==> config.mk <==
export PLATFORM = sky130hd
export DESIGN_NAME = serial_add_sub
export DESIGN_NICKNAME = d
export VERILOG_FILES = /design/src/rtl/serial_pkg.sv /design/src/rtl/full_adder.sv /design/src/rtl/serial_add_sub.sv
export SDC_FILE = /design/constraint.sdc
export NUM_CORES = 1
export LEC_CHECK = 0
export ABC_AREA = 1
export CORE_AREA = 2 2 57 59
export CTS_BUF_LIST = sky130_fd_sc_hd__clkbuf_2
export DETAILED_ROUTE_END_ITERATION = 6
export DIE_AREA = 0 0 59 61
export PLACE_DENSITY = 0.82
export SETUP_SLACK_MARGIN = 0.5
export SLEW_MARGIN = 20
export SYNTH_ARGS = -nofsm -noshare
export SYNTH_HDL_FRONTEND = slang
export SYNTH_HIERARCHICAL = 1
export SYNTH_SLANG_ARGS = --single-unit
==> constraint.sdc <==
create_clock -name clk -period 2.3 [get_ports clk]
set_input_delay 0.345 -clock clk [delete_from_list [all_inputs] [get_ports clk]]
set_output_delay 0.345 -clock clk [all_outputs]
set_load 0.01 [all_outputs]
==> src/rtl/serial_pkg.sv <==
// Shared definitions for the bit-serial adder/subtractor: FSM state encoding
// and the default operand width.
package serial_pkg;

  localparam int DEFAULT_WIDTH = 8;

  typedef enum logic [1:0] {
    IDLE  = 2'd0,
    SHIFT = 2'd1,
    DONE  = 2'd2
  } state_t;

endpackage

==> src/rtl/full_adder.sv <==
// Single-bit full adder used by the serial datapath, one bit per clock.
module full_adder (
  input  logic a,
  input  logic b,
  input  logic c,
  output logic c_out,
  output logic s
);

  assign s     = a ^ b ^ c;
  assign c_out = (a & b) | (c & (a ^ b));

endmodule

==> src/rtl/serial_add_sub.sv <==
// Bit-serial two's-complement adder/subtractor: LSB first, one bit per cycle,
// subtract done as a + ~b + 1 by preloading the carry with 1.
module serial_add_sub
  import serial_pkg::*;
#(
  parameter int WIDTH = DEFAULT_WIDTH
) (
  input  logic             clk,
  input  logic             rst,
  input  logic             start,
  input  logic             sub,
  input  logic [WIDTH-1:0] a,
  input  logic [WIDTH-1:0] b,
  output logic             busy,
  output logic             done,
  output logic [WIDTH-1:0] s,
  output logic             c_out,
  output logic             ovf
);

  localparam int CNT_W = $clog2(WIDTH + 1);
  localparam logic [CNT_W-1:0] LAST_CNT = CNT_W'(WIDTH - 1);

  state_t           state_q, state_d;
  logic [WIDTH-1:0] a_q, a_d;
  logic [WIDTH-1:0] b_q, b_d;
  logic [WIDTH-1:0] s_q, s_d;
  logic [CNT_W-1:0] cnt_q, cnt_d;
  logic             carry_q, carry_d;
  logic             c_out_q, c_out_d;
  logic             ovf_q, ovf_d;
  logic             busy_q, busy_d;
  logic             done_q, done_d;

  logic fa_s;
  logic fa_c;

  full_adder u_full_adder (
    .a     (a_q[0]),
    .b     (b_q[0]),
    .c     (carry_q),
    .c_out (fa_c),
    .s     (fa_s)
  );

  always_comb begin
    state_d = state_q;
    a_d     = a_q;
    b_d     = b_q;
    s_d     = s_q;
    cnt_d   = cnt_q;
    carry_d = carry_q;
    c_out_d = c_out_q;
    ovf_d   = ovf_q;

    case (state_q)
      IDLE: begin
        if (start) begin
          a_d     = a;
          b_d     = sub ? ~b : b;
          carry_d = sub;
          cnt_d   = '0;
          state_d = SHIFT;
        end
      end
      SHIFT: begin
        s_d     = {fa_s, s_q[WIDTH-1:1]};
        a_d     = {1'b0, a_q[WIDTH-1:1]};
        b_d     = {1'b0, b_q[WIDTH-1:1]};
        carry_d = fa_c;
        cnt_d   = cnt_q + CNT_W'(1);
        // On the MSB, carry_q is the carry into the MSB and fa_c the carry out.
        if (cnt_q == LAST_CNT) begin
          c_out_d = fa_c;
          ovf_d   = carry_q ^ fa_c;
          state_d = DONE;
        end
      end
      DONE: begin
        state_d = IDLE;
      end
      default: begin
        state_d = IDLE;
      end
    endcase

    busy_d = (state_d == SHIFT);
    done_d = (state_d == DONE);
  end

  always_ff @(posedge clk) begin
    if (rst) begin
      state_q <= IDLE;
      a_q     <= '0;
      b_q     <= '0;
      s_q     <= '0;
      cnt_q   <= '0;
      carry_q <= 1'b0;
      c_out_q <= 1'b0;
      ovf_q   <= 1'b0;
      busy_q  <= 1'b0;
      done_q  <= 1'b0;
    end else begin
      state_q <= state_d;
      a_q     <= a_d;
      b_q     <= b_d;
      s_q     <= s_d;
      cnt_q   <= cnt_d;
      carry_q <= carry_d;
      c_out_q <= c_out_d;
      ovf_q   <= ovf_d;
      busy_q  <= busy_d;
      done_q  <= done_d;
    end
  end

  assign busy  = busy_q;
  assign done  = done_q;
  assign s     = s_q;
  assign c_out = c_out_q;
  assign ovf   = ovf_q;

endmodule

==> summary.md, run 1 <==
| Metric | Value |
|---|---|
| Row count | `20` |
| Chip height | `61 microns` |
| Routed Antenna Nets | `0` |
| Tmin final | `1643 ps` |
| Dpl ws | `741.5 ps` |
| Status | `finished, final reports clean` |
| Setup crit end | `s[5]` |
| Fmax achieved | `between 600 and 700 MHz` |
| Final setup viols | `0` |
| Fin Setup TNS | `0 ps` |
| GPL Wtd Cong | `0.7943` |
| Initial Util | `55.55%` |
| Yosys warning total | `6` |
| Root Driver | `clkbuf_2` |
| Reg2Reg Depth | `6` |
| Sequential area share after synthesis | `42.72%` |
| Core region area | `slightly below 3000 sq um` |
| Slew Viols, Final | `0` |
| Clk sinks | `35` |
| Post_cts resized | `0` |
| Final WS setup | `656.7 ps` |
| DPL Wire Length | `2.273 mm` |
| Final Cell Area | `between 2000 and 2500 sq um` |
| Nets | `299` |
| Inst Count DP | `just over 300` |
| Max-cap violations | `0` |
| VDD IR max | `between 0.0004 and 0.0005 V` |
| CP max stage cell | `clkdlybuf4s50_1` |
| Stages on worst setup path | `1` |
| RR Endpoint | `ovf$_SDFFE_PP0P_` |
| CP bufs+invs | `1` |
| Placed cell area | `1953 sq um` |
| Vias in the first global route | `1246` |
| Internal power | `1035 uW` |
| Initial antenna violation count | `0` |
| Post-DR vias/cell | `4.971` |
| RSZ-0062 raised after global routing | `no` |
| Via count | `1546` |
| Ys async rst share | `0%` |
| FF+latch count, synth | `35` |
| Final Hold Vio Count | `0` |
| Worst path cell trace | `clkdlybuf4s50_1` |
| FF-to-FF Start | `state_q[0]$_SDFF_PP0_` |
| Primary FF master, synth | `dfxtp_1` |
| Io pins | `32` |
| Post CTS Setup Buffer Count | `0` |
| Startpoint Class | `flip-flop` |
| Largest delay contributor family on the critical path | `buffers and inverters` |
| Crit-path max FO | `3` |
| Crit share post-route | `a little under three quarters` |
| Clk_lat worst skew | `380 ps` |
| Detailed router's first-iteration violation count | `67` |
| Drt first pass iters | `4` |
| Share of post-route cells with drive strength above 1 | `~6%` |
| Area Growth Syn to Fin | `24.56%` |
| Worst-Margin Slew | `502.5 ps` |
| Clock transition at the registers of the reported paths | `180 ps` |
| First-pass GRT wire length | `5.575 mm` |
| Reg2Reg Setup Slack | `860 ps` |
| Largest net degree at the start of global routing | `29` |
| Hold Crit Class | `flip-flop to flip-flop` |
| Pwr dens | `668.6 nW/um^2` |
| Syn nets | `roughly 270` |
| Cell count after synthesis | `245` |
| Final cell count without fillers | `between 300 and 400` |
| Wirelength per Cell | `10.62 microns` |
| CTS Buffer Depth | `2` |
| DR DRC count | `0` |
| GRT Overall Usage | `20.60%` |
| Cell area after synthesis | `1640 sq um` |
| Htree depth | `2` |
| Sw Ratio | `24.26%` |
| WL final | `3.304 mm` |
| Clock Power Share | `36.5%` |
| Port bufs | `31` |
| Sw power | `331.5 uW` |
| Most common cell after layout, fill and taps aside | `nand2_1` |
| Crit path DAT | `1300 ps` |
| Overflow after GRT | `0` |
| Post-synth EDFFs | `0` |
| CP Launch Point | `s[5]$_SDFFE_PP0P_` |
| Reg power frac | `roughly 50%` |
| Slew headroom | `66.47%` |
| Pleak | `0.0009717 uW` |
| Die area | `3599 sq um` |
| Crit path kind | `flip-flop to output pin` |
| Most frequent cells in the layout | `67 x nand2_1, 54 x nor2_1, 35 x dfxtp_1` |
| Max Clock Skew | `24.43 ps` |
| Synth unique cells | `19` |
| Worst path max stage delay | `540 ps` |
| Post-CTS Hold Buffers | `0` |
| Post-Syn Area per Cell | `about 6.7 sq um` |
| Die W | `roughly 60 microns` |
| Comb pwr share | `14.9%` |
| Element type at the critical path end | `output pin` |
| TritonCTS clock tree | `done` |
| Num CTS Buffers | `5` |
| Critical Path RT | `roughly 2000 ps` |
| Hold WS | `493.0 ps` |
| Diode count | `0` |
[cell usage after synthesis (2+ instances only)]
master	count	area share (%)
dfxtp_1	35	43
inv_1	22	5.0
xor2_1	2	1.1
nand3_1	29	8.8
buf_4	3	1.4
nand2_1	67	15
buf_6	2	1.4
nor2_1	54	12
buf_2	4	1.2
o21ai_0	10	3.1
a21oi_1	8	2.4
nand2_4	2	1.4
[layer usage]
metal / vias up / share of wire [%] / global-route usage, % / wire length (microns)
li1: 823 / - / - / -
met1: 680 / 48 / 27.86 / 1573
met2: 38 / 46 / 32.38 / 1529
met3: 5 / 4.9 / 3.838 / 161
met4: 0 / 1.2 / 8.766 / 39
met5: - / 0 / 0 / 0
[kinds of logic after synthesis]
kind of cell               share of synthesized area (%)
AOI/OAI and AO/OA                                  5.797
buffers and inverters                              9.763
and+or+nand+nor                                    38.67
adders and majority gates                          1.983
DFF                                                42.72
xor gates and xnor gates                           1.068
[sequential cells by signal (all words and copies together), names as in the netlist]
| signal | cells |
|---|---|
| carry_q | 1 |
| c_out | 1 |
| a_q | 8 |
| busy | 1 |
| done | 1 |
| b_q | 8 |
| s | 8 |
| state_q | 2 |
| cnt_q | 4 |
| ovf | 1 |
[per-stage QoR]
stage | utilization, % | power (uW)
global route | 69.19 | 1429
CTS | 69.19 | 1377
floorplan | - | 800.8
global placement | 66.14 | 875.2
finish | 69.19 | 1366
detailed placement | 66.14 | 879.8
[power groups by stage]
stage / Combinational, uW / Sequential [uW] / Clock [uW]
detailed placement: 204 / 676 / 0
CTS: 204 / 663 / 509
global route: 230 / 668 / 530
global placement: 200 / 675 / 0
finish: 204 / 664 / 499
floorplan: 123 / 677 / 0
[how the worst min path moves through the flow]
stage                               start                     to  slack (ps)  cells after the start
finish                 c_out$_SDFFE_PP0P_     c_out$_SDFFE_PP0P_         490                      2
detailed placement      s[0]$_SDFFE_PP0P_      s[0]$_SDFFE_PP0P_         470                      2
CTS                    c_out$_SDFFE_PP0P_     c_out$_SDFFE_PP0P_         490                      2
floorplan           cnt_q[0]$_SDFFE_PP0P_  cnt_q[0]$_SDFFE_PP0P_         450                      1
global placement       c_out$_SDFFE_PP0P_     c_out$_SDFFE_PP0P_         460                      2
global route           c_out$_SDFFE_PP0P_     c_out$_SDFFE_PP0P_         520                      2
[layout make-up]
cell class	count	area, sq um
multi-input cells	177	779.5
clock buffers	6	30.03
inverters	23	91.34
fillers	253	909.6
well taps	33	41.29
repair buffers	35	340.3
clock inverters	2	60.06
flip-flops and latches	35	700.7
(Power assumes the default switching activity.)
==> run 2, diff against run 1 <==
--- a/config.mk
+++ b/config.mk
@@ -6,11 +6,11 @@
 export NUM_CORES = 1
 export LEC_CHECK = 0
 export ABC_AREA = 1
-export CORE_AREA = 2 2 57 59
+export CORE_AREA = 2 2 62 64
 export CTS_BUF_LIST = sky130_fd_sc_hd__clkbuf_2
 export DETAILED_ROUTE_END_ITERATION = 6
-export DIE_AREA = 0 0 59 61
-export PLACE_DENSITY = 0.82
+export DIE_AREA = 0 0 64 66
+export PLACE_DENSITY = 0.74
 export SETUP_SLACK_MARGIN = 0.5
 export SLEW_MARGIN = 20
 export SYNTH_ARGS = -nofsm -noshare
==> constraint.sdc (replaced) <==
create_clock -name clk -period 1.4 [get_ports clk]
set_input_delay 0.21 -clock clk [delete_from_list [all_inputs] [get_ports clk]]
set_output_delay 0.21 -clock clk [all_outputs]
set_load 0.01 [all_outputs]
==> run 2 against run 1 <==
  * Routed wire length up 51%
  * Non-clock buffer count rose by 27
  * Setup slack worse by 470 ps
  * Hold slack worse by 120 ps
  * First-iteration DRC count rose by 13%
==> summary.md, run 2 (synthesized netlist as in run 1, its figures left out) <==
| Metric | Value |
|---|---|
| Sw Ratio | `31.66%` |
| Port bufs | `31` |
| Final setup viols | `0` |
| Largest delay contributor family on the critical path | `simple AND/OR/NAND/NOR gates` |
| Detailed router's first-iteration violation count | `76` |
| Initial antenna violation count | `0` |
| Max Clock Skew | `17.71 ps` |
| Vias in the first global route | `1680` |
| Worst path max stage delay | `440 ps` |
| Row count | `22` |
| Crit-path max FO | `7` |
| Crit share post-route | `86.56%` |
| Most frequent cells in the layout | `57 x nand2_1, 42 x nor2_1, 20 x inv_1, 20 x buf_6` |
| Cell mode on critical path | `nor2_1` |
| Crit path kind | `flip-flop to flip-flop` |
| Internal power | `1447 uW` |
| CP bufs+invs | `1` |
| Comb pwr share | `27.6%` |
| Max-cap violations | `0` |
| Via count | `1828` |
| Root Driver | `clkbuf_2` |
| Post-DR vias/cell | `roughly 5.1` |
| Clk_lat worst skew | `between 300 and 400 ps` |
| WL final | `5.000 mm` |
| Crit path DAT | `1540 ps` |
| Hold Crit Class | `input port to flip-flop` |
| Status | `finished, final reports clean` |
| DPL Wire Length | `2.253 mm` |
| Element type at the critical path end | `flip-flop` |
| First-pass GRT wire length | `7.817 mm` |
| Clock transition at the registers of the reported paths | `170 ps` |
| VDD IR max | `approximately 0.00050 V` |
| Reg power frac | `52.1%` |
| Pwr dens | `776.8 nW/um^2` |
| Overflow after GRT | `0` |
| Die area | `between 4000 and 5000 sq um` |
| Fin Setup TNS | `0 ps` |
| Drt first pass iters | `4` |
| Slew Viols, Final | `0` |
| Share of post-route cells with drive strength above 1 | `39.81%` |
| Dpl ws | `-2.076 ps` |
| Chip height | `~66 microns` |
| Nets | `between 300 and 400` |
| Post-CTS Hold Buffers | `0` |
| Routed Antenna Nets | `0` |
| Io pins | `32` |
| Fmax achieved | `825.2 MHz` |
| Most common cell after layout, fill and taps aside | `nand2_1` |
| Wirelength per Cell | `14.01 microns` |
| Htree depth | `2` |
| DR DRC count | `0` |
| Critical Path RT | `about 1700 ps` |
| Clk sinks | `35` |
| Pleak | `~0.0013 uW` |
| Inst Count DP | `321` |
| RSZ-0062 raised after global routing | `yes` |
| GPL Wtd Cong | `0.7612` |
| CTS Buffer Depth | `2` |
| Slew headroom | `between 80% and 90%` |
| Final cell count without fillers | `357` |
| Worst path cell trace | `clkinv_8, nand2_8, nand2_8, nor2_1, nor2_1, nor2_1` |
| Clock Power Share | `about a fifth` |
| GRT Overall Usage | `24.19%` |
| Final Hold Vio Count | `0` |
| Hold WS | `about 370 ps` |
| Startpoint Class | `flip-flop` |
| Sw power | `670.5 uW` |
| Worst-Margin Slew | `258.5 ps` |
| Tmin final | `1212 ps` |
| Diode count | `0` |
| Initial Util | `46.19%` |
| TritonCTS clock tree | `done` |
| CP max stage cell | `dfxtp_4` |
| Die W | `64 microns` |
| Area Growth Syn to Fin | `66.21%` |
| Num CTS Buffers | `5` |
| Final WS setup | `roughly 190 ps` |
| Largest net degree at the start of global routing | `19` |
| Core region area | `3551 sq um` |
==> run 2: changes by cell type in the layout (fill, tap and decap cells not counted), sizes merged, moves of 2 or more <==
cell and change:
bufinv -2, clkinv +3, clkdlybuf4s50 -13, buf +39
==> run 2: stage by stage <==
step	power [uW]	util, %	cell area [sq um]
global placement	1460	57.93	2057
global route	2233	76.78	2726
finish	2118	76.78	2726
detailed placement	1466	57.93	2057
CTS	2036	71.99	2556
floorplan	1332	-	1704
==> run 2: path summary, 6_finish.rpt <==
check	from	endpoint	slack (ps)	cells past startpoint
worst min-delay path	a[7]	a_q[7]$_SDFFE_PP0P_	370	3
worst max register to register	state_q[1]$_SDFF_PP0_	a_q[2]$_SDFFE_PP0P_	190	6
worst min register to register	c_out$_SDFFE_PP0P_	c_out$_SDFFE_PP0P_	490	2
worst max-delay path	state_q[1]$_SDFF_PP0_	a_q[2]$_SDFFE_PP0P_	190	6
==> run 2: power groups by stage <==
stage,clock network (uW),registers [uW],logic [uW]
global route,485,1110,636
detailed placement,0,1110,352
global placement,0,1110,346
finish,430,1100,584
floorplan,0,1120,214
CTS,441,1100,500
==> run 2: area by class of cell <==
cell class | instances | area [sq um]
Clock inverter | 2 | 8.758
Clock buffer | 5 | 25.02
Inverter | 23 | 118.9
Timing Repair Buffer | 62 | 639.4
Fill cell | 233 | 824.5
Timing Repair inverter | 3 | 42.54
Sequential cell | 35 | 732.0
Multi-Input combinational cell | 179 | 1100
Tap cell | 48 | 60.06
==> run 2: timing repair <==
| item | 4_1_cts | 5_1_grt |
|---|---|---|
| endpoints found under the setup margin | 47 | 47 |
| pin swaps | 28 | 17 |
| resized for setup | 127 | 37 |
| setup buffers | 19 | 3 |
| hold endpoints to repair | 0 | 0 |
| cloned | 7 | 0 |
==> run 2: worst reg2reg max path: stages, from the launching register on <==
cell and delay [ps]:
dfxtp_4 440, clkinv_8 100, nand2_8 180, nand2_8 110, nor2_1 170, nor2_1 80, nor2_1 90
==> run 2: metal layers <==
metal | up-vias | wire length, microns | GRT usage (%)
met3 | 18 | 276 | 5.792
met2 | 72 | 2605 | 41.67
li1 | 900 | - | -
met5 | - | 0 | 0
met4 | 0 | 194 | 10.33
met1 | 838 | 1923 | 28.65
